--- src/rtl/order_tx_scheduler_if.sv ---
// Order link bundle: two requester push ports with full/overflow status,
// plus the serial link outputs (ser_en, ser_data) and grant/busy/sent status.
interface order_tx_scheduler_if #(
   parameter int DATA_W = 32
);
   logic              req0_valid;
   logic [DATA_W-1:0] req0_data;
   logic              req0_full;
   logic              req0_ovf;
   logic              req1_valid;
   logic [DATA_W-1:0] req1_data;
   logic              req1_full;
   logic              req1_ovf;
   logic              ser_en;
   logic              ser_data;
   logic              grant_id;
   logic              busy;
   logic              sent;

   modport master (
      output req0_valid, req0_data,
      output req1_valid, req1_data,
      input  req0_full, req0_ovf,
      input  req1_full, req1_ovf,
      input  ser_en, ser_data,
      input  grant_id, busy, sent
   );

   modport slave (
      input  req0_valid, req0_data,
      input  req1_valid, req1_data,
      output req0_full, req0_ovf,
      output req1_full, req1_ovf,
      output ser_en, ser_data,
      output grant_id, busy, sent
   );
endinterface

--- src/rtl/order_tx_scheduler.sv ---
// Two-requester order link scheduler: per-source FIFOs, round-robin grant,
// MSB-first serial framing with an inter-frame gap.
// Ports: clk, CPU_RESETN (async, active low), ord (slave side of the link bundle).
module order_tx_scheduler #(
   parameter int DATA_W     = 32,
   parameter int FIFO_DEPTH = 4,
   parameter int BIT_DIV    = 1,
   parameter int GAP        = 2
) (
   input logic                 clk,
   input logic                 CPU_RESETN,
   order_tx_scheduler_if.slave ord
);
   localparam int PW = $clog2(FIFO_DEPTH);
   localparam int CW = PW + 1;
   localparam int DW = (BIT_DIV > 1) ? $clog2(BIT_DIV) : 1;
   localparam int BW = $clog2(DATA_W);
   localparam int GT = GAP * BIT_DIV;
   localparam int GW = (GT > 1) ? $clog2(GT) : 1;

   localparam logic [CW-1:0] CNT_FULL = CW'(FIFO_DEPTH);
   localparam logic [DW-1:0] DIV_LAST = DW'(BIT_DIV - 1);
   localparam logic [DW-1:0] DIV_PEN  = DW'(BIT_DIV - 2);
   localparam logic [BW-1:0] BIT_LAST = BW'(DATA_W - 1);
   localparam logic [BW-1:0] BIT_PEN  = BW'(DATA_W - 2);
   localparam logic [GW-1:0] GAP_LAST = GW'(GT - 1);

   typedef enum logic [1:0] {
      S_IDLE,
      S_LOAD,
      S_SHIFT,
      S_GAP
   } state_t;

   state_t            state;
   logic              last_grant;
   logic              grant_q;
   logic              busy_q;
   logic              en_q;
   logic              data_q;
   logic              sent_q;
   logic [DATA_W-1:0] shreg;
   logic [DW-1:0]     div_cnt;
   logic [BW-1:0]     bit_cnt;
   logic [GW-1:0]     gap_cnt;

   logic [1:0]        push_req;
   logic [1:0]        full;
   logic [1:0]        ovf;
   logic [1:0]        nonempty;
   logic [1:0]        pop;
   logic [DATA_W-1:0] push_data [2];
   logic [DATA_W-1:0] head [2];
   logic              pick;
   logic              last_next;

   assign push_req     = {ord.req1_valid, ord.req0_valid};
   assign push_data[0] = ord.req0_data;
   assign push_data[1] = ord.req1_data;

   assign ord.req0_full = full[0];
   assign ord.req1_full = full[1];
   assign ord.req0_ovf  = ovf[0];
   assign ord.req1_ovf  = ovf[1];
   assign ord.ser_en    = en_q;
   assign ord.ser_data  = data_q;
   assign ord.grant_id  = grant_q;
   assign ord.busy      = busy_q;
   assign ord.sent      = sent_q;

   // Only LOAD pops, and only the FIFO granted on entry to LOAD.
   assign pop = (state == S_LOAD) ? (grant_q ? 2'b10 : 2'b01) : 2'b00;

   for (genvar g = 0; g < 2; g++) begin : g_fifo
      logic [DATA_W-1:0] mem [FIFO_DEPTH];
      logic [PW-1:0]     wp;
      logic [PW-1:0]     rp;
      logic [CW-1:0]     cnt;
      logic              ovf_q;
      logic              push;

      // full comes from the registered count, so a full FIFO rejects
      // a push even when it is popped on the same edge.
      assign full[g]     = (cnt == CNT_FULL);
      assign nonempty[g] = (cnt != '0);
      assign push        = push_req[g] & ~full[g];
      assign head[g]     = mem[rp];
      assign ovf[g]      = ovf_q;

      always_ff @(posedge clk) begin
         if (push) mem[wp] <= push_data[g];
      end

      always_ff @(posedge clk or negedge CPU_RESETN) begin
         if (!CPU_RESETN) begin
            wp    <= '0;
            rp    <= '0;
            cnt   <= '0;
            ovf_q <= 1'b0;
         end else begin
            ovf_q <= push_req[g] & full[g];
            if (push) wp <= wp + PW'(1);
            if (pop[g]) rp <= rp + PW'(1);
            cnt <= cnt + CW'(push) - CW'(pop[g]);
         end
      end
   end

   // Both waiting: alternate away from the last winner.
   assign pick = (&nonempty) ? ~last_grant : nonempty[1];

   // True when the coming cycle is the final cycle of the frame.
   assign last_next = (BIT_DIV == 1) ? (bit_cnt == BIT_PEN)
                    : (bit_cnt == BIT_LAST && div_cnt == DIV_PEN);

   always_ff @(posedge clk or negedge CPU_RESETN) begin
      if (!CPU_RESETN) begin
         state      <= S_IDLE;
         last_grant <= 1'b1;
         grant_q    <= 1'b0;
         busy_q     <= 1'b0;
         en_q       <= 1'b0;
         data_q     <= 1'b0;
         sent_q     <= 1'b0;
         shreg      <= '0;
         div_cnt    <= '0;
         bit_cnt    <= '0;
         gap_cnt    <= '0;
      end else begin
         sent_q <= 1'b0;
         unique case (state)
            S_IDLE: begin
               if (|nonempty) begin
                  state      <= S_LOAD;
                  grant_q    <= pick;
                  last_grant <= pick;
                  busy_q     <= 1'b1;
               end
            end
            S_LOAD: begin
               shreg   <= head[grant_q];
               data_q  <= head[grant_q][DATA_W-1];
               en_q    <= 1'b1;
               div_cnt <= '0;
               bit_cnt <= '0;
               state   <= S_SHIFT;
            end
            S_SHIFT: begin
               sent_q <= last_next;
               if (div_cnt == DIV_LAST) begin
                  div_cnt <= '0;
                  if (bit_cnt == BIT_LAST) begin
                     en_q    <= 1'b0;
                     data_q  <= 1'b0;
                     gap_cnt <= '0;
                     state   <= S_GAP;
                  end else begin
                     bit_cnt <= bit_cnt + BW'(1);
                     shreg   <= shreg << 1;
                     data_q  <= shreg[DATA_W-2];
                  end
               end else begin
                  div_cnt <= div_cnt + DW'(1);
               end
            end
            S_GAP: begin
               if (gap_cnt == GAP_LAST) begin
                  state  <= S_IDLE;
                  busy_q <= 1'b0;
               end else begin
                  gap_cnt <= gap_cnt + GW'(1);
               end
            end
            default: state <= S_IDLE;
         endcase
      end
   end
endmodule

--- src/flat_wrapper.sv ---
// flat-port wrapper written by rule: the top's interface ports become plain ports
module order_tx_scheduler_flat 
#(
   parameter int DATA_W     = 32,
   parameter int FIFO_DEPTH = 4,
   parameter int BIT_DIV    = 1,
   parameter int GAP        = 2
)
  (clk, CPU_RESETN, ord_req0_valid, ord_req0_data, ord_req1_valid, ord_req1_data, ord_req0_full, ord_req0_ovf, ord_req1_full, ord_req1_ovf, ord_ser_en, ord_ser_data, ord_grant_id, ord_busy, ord_sent);
  order_tx_scheduler_if #(.DATA_W(DATA_W)) ord_i ();
  input logic clk;
  input logic CPU_RESETN;
  input wire logic [$bits(ord_i.req0_valid)-1:0] ord_req0_valid;
  input wire logic [$bits(ord_i.req0_data)-1:0] ord_req0_data;
  input wire logic [$bits(ord_i.req1_valid)-1:0] ord_req1_valid;
  input wire logic [$bits(ord_i.req1_data)-1:0] ord_req1_data;
  output wire logic [$bits(ord_i.req0_full)-1:0] ord_req0_full;
  output wire logic [$bits(ord_i.req0_ovf)-1:0] ord_req0_ovf;
  output wire logic [$bits(ord_i.req1_full)-1:0] ord_req1_full;
  output wire logic [$bits(ord_i.req1_ovf)-1:0] ord_req1_ovf;
  output wire logic [$bits(ord_i.ser_en)-1:0] ord_ser_en;
  output wire logic [$bits(ord_i.ser_data)-1:0] ord_ser_data;
  output wire logic [$bits(ord_i.grant_id)-1:0] ord_grant_id;
  output wire logic [$bits(ord_i.busy)-1:0] ord_busy;
  output wire logic [$bits(ord_i.sent)-1:0] ord_sent;
  assign ord_i.req0_valid = ord_req0_valid;
  assign ord_i.req0_data = ord_req0_data;
  assign ord_i.req1_valid = ord_req1_valid;
  assign ord_i.req1_data = ord_req1_data;
  assign ord_req0_full = ord_i.req0_full;
  assign ord_req0_ovf = ord_i.req0_ovf;
  assign ord_req1_full = ord_i.req1_full;
  assign ord_req1_ovf = ord_i.req1_ovf;
  assign ord_ser_en = ord_i.ser_en;
  assign ord_ser_data = ord_i.ser_data;
  assign ord_grant_id = ord_i.grant_id;
  assign ord_busy = ord_i.busy;
  assign ord_sent = ord_i.sent;
  order_tx_scheduler #(.DATA_W(DATA_W), .FIFO_DEPTH(FIFO_DEPTH), .BIT_DIV(BIT_DIV), .GAP(GAP)) u_core (.clk(clk), .CPU_RESETN(CPU_RESETN), .ord(ord_i));
endmodule
--- config.mk ---
export PLATFORM = sky130hd
export DESIGN_NAME = order_tx_scheduler_flat
export DESIGN_NICKNAME = d
export VERILOG_FILES = /design/src/rtl/order_tx_scheduler_if.sv /design/src/rtl/order_tx_scheduler.sv /design/src/flat_wrapper.sv
export SDC_FILE = /design/constraint.sdc
export NUM_CORES = 1
export LEC_CHECK = 0
export ABC_CLOCK_PERIOD_IN_PS = 5700
export CELL_PAD_IN_SITES_DETAIL_PLACEMENT = 2
export CELL_PAD_IN_SITES_GLOBAL_PLACEMENT = 2
export CORE_MARGIN = 10
export CORE_UTILIZATION = 45
export DETAILED_ROUTE_END_ITERATION = 8
export PLACE_DENSITY_LB_ADDON = 0.1
export SYNTH_ARGS = -nofsm -noshare
export SYNTH_HDL_FRONTEND = slang
export SYNTH_SLANG_ARGS = --single-unit
export TNS_END_PERCENT = 10
--- constraint.sdc ---
create_clock -name clk -period 5.7 [get_ports clk]
set_input_delay 1.14 -clock clk [delete_from_list [all_inputs] [get_ports clk]]
set_output_delay 1.14 -clock clk [all_outputs]
set_load 0.005 [all_outputs]
==> results of run 1 <==
## critical path: cells and delay by family, from the launching register on
family,cells,cell delay (ns)
buffers and inverters,1,0.58
DFF,1,0.44
and+or+nand+nor,1,0.35
## final cells by class
| type | instances | area share |
|---|---|---|
| repair buffers | 92 | 0.0581 |
| well taps | 378 | 0.0314 |
| clock inverters | 5 | 0.00423 |
| multi-input cells | 449 | 0.218 |
| inverters | 18 | 0.00448 |
| clock buffers | 59 | 0.0721 |
| flip-flops and latches | 317 | 0.612 |
## flip-flops by register name (all words and copies together) (netlist names)
name / count
u_core.g_fifo.mem: 256
u_core.shreg: 31
u_core.g_fifo.cnt: 6
u_core.bit_cnt: 5
u_core.g_fifo.rp: 4
u_core.g_fifo.wp: 4
u_core.state: 2
u_core.gap_cnt: 1
u_core.last_grant: 1
u_core.ord.busy: 1
u_core.ord.grant_id: 1
u_core.ord.req0_ovf: 1
u_core.ord.req1_ovf: 1
u_core.ord.sent: 1
u_core.ord.ser_data: 1
u_core.ord.ser_en: 1
## power by group through the flow
stage	registers (uW)	logic (uW)	clock network [uW]
floorplan	3300	1660	0
global placement	3450	2230	0
detailed placement	3520	2390	0
CTS	3490	2440	2290
global route	3540	2630	2390
finish	3480	2400	2250
## how the worst min path moves through the flow
stage	slack (ns)	from	to
2_1_floorplan	0.45	u_core.shreg[14]$_DFFE_PN0P_	u_core.shreg[14]$_DFFE_PN0P_
3_3_place_gp	0.47	u_core.shreg[25]$_DFFE_PN0P_	u_core.shreg[25]$_DFFE_PN0P_
3_5_place_dp	0.48	u_core.shreg[25]$_DFFE_PN0P_	u_core.shreg[25]$_DFFE_PN0P_
4_1_cts	0.50	u_core.shreg[6]$_DFFE_PN0P_	u_core.shreg[6]$_DFFE_PN0P_
5_1_grt	0.53	u_core.shreg[3]$_DFFE_PN0P_	u_core.shreg[3]$_DFFE_PN0P_
6_report	0.49	u_core.shreg[6]$_DFFE_PN0P_	u_core.shreg[6]$_DFFE_PN0P_
## per-layer routing
| layer | track usage | up-vias | share of wire |
|---|---|---|---|
| li1 | - | 3284 | - |
| met1 | 0.235 | 3869 | 0.41 |
| met2 | 0.354 | 149 | 0.53 |
| met3 | 0.0319 | 56 | 0.036 |
| met4 | 0.0623 | 0 | 0.025 |
| met5 | 0 | - | 0 |
## cells by family after synthesis
kind of cell    count (synthesis)  synth area share
simple gates                  157            0.0597
buf+inv                        66            0.0233
xor+xnor                       13           0.00890
flops                         317             0.720
fa+ha+maj                      22            0.0227
compound gates                119            0.0538
mux                           138             0.111
## metrics by stage
| stage | instances | cell area [um^2] | utilization | power (uW) |
|---|---|---|---|---|
| final | 1318 | 15100 | 0.540 | 8130 |
| after global routing | 1318 | 15100 | 0.540 | 8560 |
| after CTS | 1318 | 15100 | 0.540 | 8220 |
| after detailed placement | 1254 | 13900 | 0.499 | 5910 |
| after global placement | 1254 | 13900 | 0.499 | 5680 |
| after floorplan | 832 | 12800 | - | 4960 |
## Yosys cell counts, types with 2 or more instances
master                       n  area [um^2]
sky130_fd_sc_hd__a211oi_1    2         15.0
sky130_fd_sc_hd__a21oi_1    31          155
sky130_fd_sc_hd__a22o_1      2         17.5
sky130_fd_sc_hd__a22oi_1     2         15.0
sky130_fd_sc_hd__and2_1     11         68.8
sky130_fd_sc_hd__and3_1      2         12.5
sky130_fd_sc_hd__buf_2      19         95.1
sky130_fd_sc_hd__buf_4       5         37.5
sky130_fd_sc_hd__clkbuf_1   23         86.3
sky130_fd_sc_hd__dfrtp_1    60         1500
sky130_fd_sc_hd__edfxtp_1  256         7690
sky130_fd_sc_hd__fa_1        2         40.0
sky130_fd_sc_hd__ha_1       20          250
sky130_fd_sc_hd__inv_1      17         63.8
sky130_fd_sc_hd__mux2_1      9          101
sky130_fd_sc_hd__mux2_2      7         78.8
sky130_fd_sc_hd__mux2i_1   120         1200
sky130_fd_sc_hd__mux4_2      2         45.0
sky130_fd_sc_hd__nand2_1    46          173
sky130_fd_sc_hd__nand2b_1    7         43.8
sky130_fd_sc_hd__nand3_1     4         20.0
sky130_fd_sc_hd__nor2_1     46          173
sky130_fd_sc_hd__nor2b_1     7         43.8
sky130_fd_sc_hd__nor3_1      2         10.0
sky130_fd_sc_hd__nor3b_1    11         82.6
sky130_fd_sc_hd__nor4_1     18          113
sky130_fd_sc_hd__o21ai_1    33          165
sky130_fd_sc_hd__o22ai_1    44          275
sky130_fd_sc_hd__xnor2_1     9         78.8
sky130_fd_sc_hd__xor2_1      4         35.0
==> results.md, run 1 <==
- The flow ran to the end, and the final reports show no timing, DRC or antenna violations.
- In this run the standard cell core region covers 27900 um^2.
- The post-synthesis instance total is 832.
- The number of setup violations in the final report is 0.
- The detail route stage leaves a number of antenna-violating nets equal to 0.
- Clock latency on the worst-skew pair, taken at its later pin, is 0.52 ns.
- After synthesis the netlist holds a flip-flop and latch count of 317.
- The slack of the critical path is 2.69 ns.
- The average cell area after synthesis is 15.4 um^2.
- The type of destination of the critical path is an output pin.
- Summed over all cells, the static leakage comes to 0.00559 uW.
- The mapped netlist covers 12800 um^2.
- After clock tree synthesis, the repair step resized 0 gates.
- In the layout the commonest cells are sky130_fd_sc_hd__edfxtp_1, sky130_fd_sc_hd__mux2i_1, sky130_fd_sc_hd__clkdlybuf4s50_1, sky130_fd_sc_hd__dfrtp_1.
- 0 antenna diodes ended up in the layout.
- The aggregate global-route resource usage is 0.196.
- The die footprint is 35600 um^2.
- After detailed routing, the total wire length is 35000 um.
- The via count of the first global-routing pass is 8537.
- The register share of total power is 0.428.
- The clock input transition at the sequential cells of the worst setup and hold paths is 0.06 ns.
- The highest-delay cell along the critical path is sky130_fd_sc_hd__clkdlybuf4s50_1.
- The unique cell type count in the Yosys netlist is 41.
- Walking the worst path, the cells encountered are nor3b_1 > clkdlybuf4s50_1.
- TritonCTS built the clock tree.
- Dividing the detail-routed wire length by the instance count gives 26.6 um.
- The detailed-route via count is 7358.
- The total area of sequential cells is 9220 um^2.
- The shortest period the worst path allows is 3.01 ns.
- For this run, the number of Yosys warnings is 0.
- The effective utilization at floorplan is 0.458.
- The number of sinks on the clock net is 317.
- The share of post-route cells with drive strength above 1 is 0.0904.
- The relative max-transition margin is 0.180.
- The max-capacitance violation count is 0.
- CTS placed an instance of sky130_fd_sc_hd__clkbuf_16 at the clock tree root.
- Power spread over the standard cell area amounts to 539 nW/um^2.
- Of the available clock period, the critical path in the final layout requires 0.528.
- The die width is 189 um.
- The worst setup skew after layout is 0.0217 ns.
- Of the total power, combinational logic draws 0.295.
- The number of buffers added by the clock tree synthesis step is 35.
- The layout has 2548 filler cells.
- The count of hold-fix buffers inserted at cts is 0.
- The first-pass detailed-route iteration total is 4.
- The worst register-to-register path begins at u_core.state[1]$_DFFE_PN0P_.
- The half-perimeter wire length after placement is 21300 um.
- In this run the number of H-tree levels came out at 2.
- For this run, the slowest stage of the critical path takes 0.58 ns.
- For this run, asynchronously set or reset flops after synthesis account for 0.192.
- The library cell used most frequently in the layout, excluding fill and tap cells, is sky130_fd_sc_hd__edfxtp_1.
- Of the synthesized area, sequential elements account for 0.720.
- In this run the worst setup path begins at u_core.g_fifo[0].cnt[1]$_DFF_PN0_.
- The global-route wire length before repair is 53600 um.
- The capturing instance or port of the critical path is ord_req0_full.
- Pin placement for this block handled 77 I/O pins.
- The number of setup buffers added after CTS is 0.
- Port buffering added 76 buffers.
- The final-report hold violation count came to 0.
- The endpoint identified for the worst register-to-register timing path is u_core.g_fifo[0].cnt[2]$_DFF_PN0_.
- Summed over all failing endpoints, the final setup total negative slack is 0 ns.
- The critical setup path kind is flop to output pin.
- The count of cells along the worst register-to-register path is 10.
- The worst hold path depth is 2.
- The count of pins over their slew limit is 0.
- The worst hold path belongs to the class flop to flop.
- The number of cell rows is 61.
- The worst reg-to-reg setup slack is 2.71 ns.
- The count of unresolved DRC violations after routing is 0.
- Prior to clock tree synthesis, the placed netlist has a worst setup slack of 2.12 ns.
- In this run, the number of DRC markers left after iteration 0 of detailed routing was 440.
- The maximum fanout encountered on the critical timing path is 4.
- The final global-route overflow total is 0.
- The switching component of the power is 2800 uW.
- The kind of start point of the critical path is a flop.
- The area added between synthesis and finish is 17.9%.
- The floorplan die height is 189 um.
- The last weighted congestion value of the routability-driven placer is 0.727.
- In the final design database the tool counted 1003 nets.
- The maximum clock insertion buffer count is 3.
- Across the VDD grid, the largest voltage drop is 0.265 mV.
- STA puts the critical path data arrival time at 1.87 ns.
- The worst slack on hold paths is 0.494 ns.
- For the worst setup path, the data required time is 4.56 ns.
- Entering global routing, the biggest net connects 62 pins.
- The area used by multi-input combinational logic is 3290 um^2.
- The number of enable-type register cells in the synthesized netlist is 256.
- The main flop type after synthesis is sky130_fd_sc_hd__edfxtp_1.
- The detail-routed via count per cell is 5.58.
- Setup repair after global routing left no endpoint under its margin.
- The internal power summed over all cells is 5330 uW.
- Synthesis produced a netlist with a net count of 922.
- The fmax is 332 MHz.
- The initial antenna violation count came to 0.
- The clock group share of total power is 0.277.
- The net switching share of the total power is 0.344.
- The worst-margin pin slew is 1.23 ns.
No activity file was read; power rests on OpenSTA's default activity.
==> run 2, diff against run 1 <==
Settings changed: ABC_CLOCK_PERIOD_IN_PS 5700 to 2700, CORE_UTILIZATION 45 to 39.
Clock period 5.7 ns to 2.7 ns, I/O delays scaled along.
==> run 2 against run 1 <==
Non-clock buffer count up 21. Worst setup slack worse by 2.4 ns. Critical path depth is 8 higher. Core utilization down 6.5 points. Global-route usage decreased by 3.0 points. Via count is 1.3% lower. Die area grew 14%. Clock power increased by 110%. Cell count up 6.4%. Largest power group unchanged.
==> results.md, run 2 (same netlist as run 1, synthesis figures left out) <==
- The run finished with clean final reports.
- The maximum clock insertion buffer count was 3 (unchanged).
- The final-report hold violation count is 0 (unchanged).
- The maximum fanout encountered on the critical timing path was 4 (unchanged).
- The floorplan die height is 201 um (+6.6%).
- The via count of the first global-routing pass was 8368 (-2.0%).
- The final setup TNS is 0 ns (unchanged).
- The last weighted congestion value of the routability-driven placer was 0.740 (+1.8%).
- The number of setup violations in the final report was 0 (unchanged).
- The commonest non-fill, non-tap cell in the layout is sky130_fd_sc_hd__edfxtp_1.
- The share of post-route cells with drive strength above 1 was 0.106 (+0.0158).
- The power density normalized to cell area is 1130 nW/um^2 (+110%).
- The first-iteration detailed-routing DRC count was 392 (-11%).
- The deepest level of the CTS H-tree is 2 (unchanged).
- The count of input and output buffers is 76 (unchanged).
- The highest-delay cell along the critical path is sky130_fd_sc_hd__dfrtp_1.
- The endpoint required time on the critical path is 3.12 ns (-1.44 ns).
- The detailed route wirelength on metal2 is 17500 um (-6.3%).
- The final global-route overflow total is 0 (unchanged).
- The number of cells upsized or downsized after cts is 0 (unchanged).
- The maximum vdd ir drop is 0.561 mV (+110%).
- The half-perimeter wire length after placement was 21800 um (+2.5%).
- The tree is rooted in a sky130_fd_sc_hd__clkbuf_16.
- The count of unresolved DRC violations after routing is 0 (unchanged).
- The most critical setup path has its startpoint at u_core.state[1]$_DFFE_PN0P_.
- The aggregate global-route resource usage was 0.166 (-0.0302).
- The fmax is 412 MHz.
- The signal arrival time at the worst endpoint is 2.84 ns (+0.97 ns).
- The relative max-transition margin came to 0.460 (+0.280).
- The maximum number of pins on one net before global-route repair is 62 (unchanged).
- The worst register-to-register path begins at u_core.state[1]$_DFFE_PN0P_.
- The source-to-sink clock delay at the later pin of the worst-skew pair was 0.50 ns (-0.02 ns).
- The I/O pin count is 77 (unchanged).
- From synthesis to final layout, the design area changed by 20.5%.
- The delay of the slowest cell on the worst path is 0.42 ns (-0.16 ns).
- The die footprint is 40500 um^2 (+14%).
- The number of antenna repair diodes is 0 (unchanged).
- The routed wire length is 33700 um (-3.7%).
- The final clock period utilization by the worst path is 0.898.
- The detail-routed via count per cell is 5.18 (-7.2%).
- The count of pins over their slew limit is 0 (unchanged).
- The min-delay analysis places its worst path in the category input port to async pin.
- The number of cell rows is 66 (+8.2%).
- The worst setup skew after layout was 0.0125 ns (-0.00922 ns).
- The largest registers in the layout are u_core.g_fifo.mem: 256 flops, u_core.shreg: 31 flops, u_core.g_fifo.cnt: 6 flops.
- STA classifies the critical path startpoint as a flop.
- The effective utilization at floorplan came to 0.394 (-0.0638).
- The number of sinks on the clock net is 317 (unchanged).
- In the layout the commonest cells are sky130_fd_sc_hd__edfxtp_1, sky130_fd_sc_hd__mux2i_1, sky130_fd_sc_hd__clkdlybuf4s50_1, sky130_fd_sc_hd__dfrtp_1.
- The critical path goes through inv_1 > ha_1 > nor2b_1 > ha_1 > inv_1 > ha_1 > inv_1 > fa_1 > xnor2_1 > xnor2_1.
- The number of flip-flops in the largest register is 256 (unchanged).
- The initial antenna violation count is 0 (unchanged).
- The die width is 201 um (+6.6%).
- The max-capacitance violation count is 0 (unchanged).
- The worst-margin pin slew is 0.810 ns (-0.420 ns).
- The net count of the finished layout was 1025 (+2.2%).
- The core occupancy in the finished layout is 0.475 (-0.0646).
- The global-route wire length before repair is 52100 um (-2.8%).
- The first-pass detailed-route iteration total is 5 (+1).
- The highest signal layer in the routed design is met4.
- The clock input transition at the sequential cells of the worst setup and hold paths is 0.06 ns (about the same).
- The number of nets still failing antenna checks after routing was 0 (unchanged).
- Setup repair after global routing left no endpoint under its margin.
- The setup fix buffers added after clock tree synthesis is 0 (unchanged).
- The count of hold-fix buffers inserted at cts is 0 (unchanged).
- The total core area is 32500 um^2 (+16%).
- The number of buffers added by the clock tree synthesis step is 36 (+2.9%).
- The average wire length per cell after detail routing is 24.0 um (-9.5%).
- STA classifies the critical path endpoint as a flop.
- The met3 wire length is 824 um (-35%).
- The met1 layer wirelength in the final routing is 14800 um (+4.3%).
- The leakage power figure came to 0.00572 uW (+2.4%).
- The setup path with the least slack is of type flop to flop.
- The register name with the most flops is u_core.g_fifo.mem.
- The detailed-route via count came to 7262 (-1.3%).
- TritonCTS built the clock tree.
- The shortest period the worst path allows is 2.42 ns.
-- run 2: changes by cell type in the layout (fill, tap and decap cells not counted), sizes merged --
cell / delta
buf: +21
bufinv: +3
clkbuf: -17
clkinv: +12
clkinvlp: +1
-- run 2: worst max-delay path: cells and delay by family (launching register included) --
kind | cells | cell delay, ns
fa+ha+maj | 4 | 1.03
flops | 1 | 0.42
xor+xnor | 2 | 0.39
simple gates | 1 | 0.26
buf+inv | 3 | 0.25
-- run 2: area by class of cell --
cell class	count	area [um^2]
timing repair buffer	113	1150
clock inverter	21	203
fill	3012	17000
inverter	18	67.6
tap	442	553
clock buffer	42	945
multi-input combinational	449	3290
sequential	317	9220
-- run 2: worst paths after layout --
kind	to	slack (ns)	cells after the start
worst max register to register	u_core.g_fifo[0].cnt[2]$_DFF_PN0_	0.28	10
max in group asynchronous	u_core.last_grant$_DFFE_PN1P_	2.34	2
worst max-delay path	u_core.g_fifo[0].cnt[2]$_DFF_PN0_	0.28	10
worst min register to register	u_core.last_grant$_DFFE_PN1P_	0.49	2
min in group clk	u_core.last_grant$_DFFE_PN1P_	0.49	2
worst min-delay path	u_core.ord.req0_ovf$_DFF_PN0_	0.04	2
-- run 2: stage by stage --
step                instance area, um^2  worst slack [ns]  total power, uW  instances  hold WS, ns
global placement                  14300             0.318            12400       1339        0.470
CTS                               15400             0.235            17700       1402       0.0466
global route                      15400             0.112            18400       1402       0.0632
detailed placement                14300             0.262            12800       1339        0.482
finish                            15400             0.275            17400       1402       0.0418
floorplan                         12800             0.472            10500        832        0.244
-- run 2: power breakdown --
part           internal (uW)  total, uW  switching [uW]
combinational           2100       5350            3250
sequential              6560       7270             710
clock                   2880       4770            1890
total                  11500      17400            5850
-- run 2: per-layer routing --
metal / GRT usage / vias up
li1: - / 3335
met1: 0.210 / 3792
met2: 0.293 / 97
met3: 0.0233 / 38
met4: 0.0433 / 0
met5: 0 / -
==> run 3, diff against run 2 <==
Settings changed: CAP_MARGIN from default to 40, SLEW_MARGIN from default to 30.
==> results of run 3 <==
The final DEF is identical to that of run 2; final timing and power are the same.
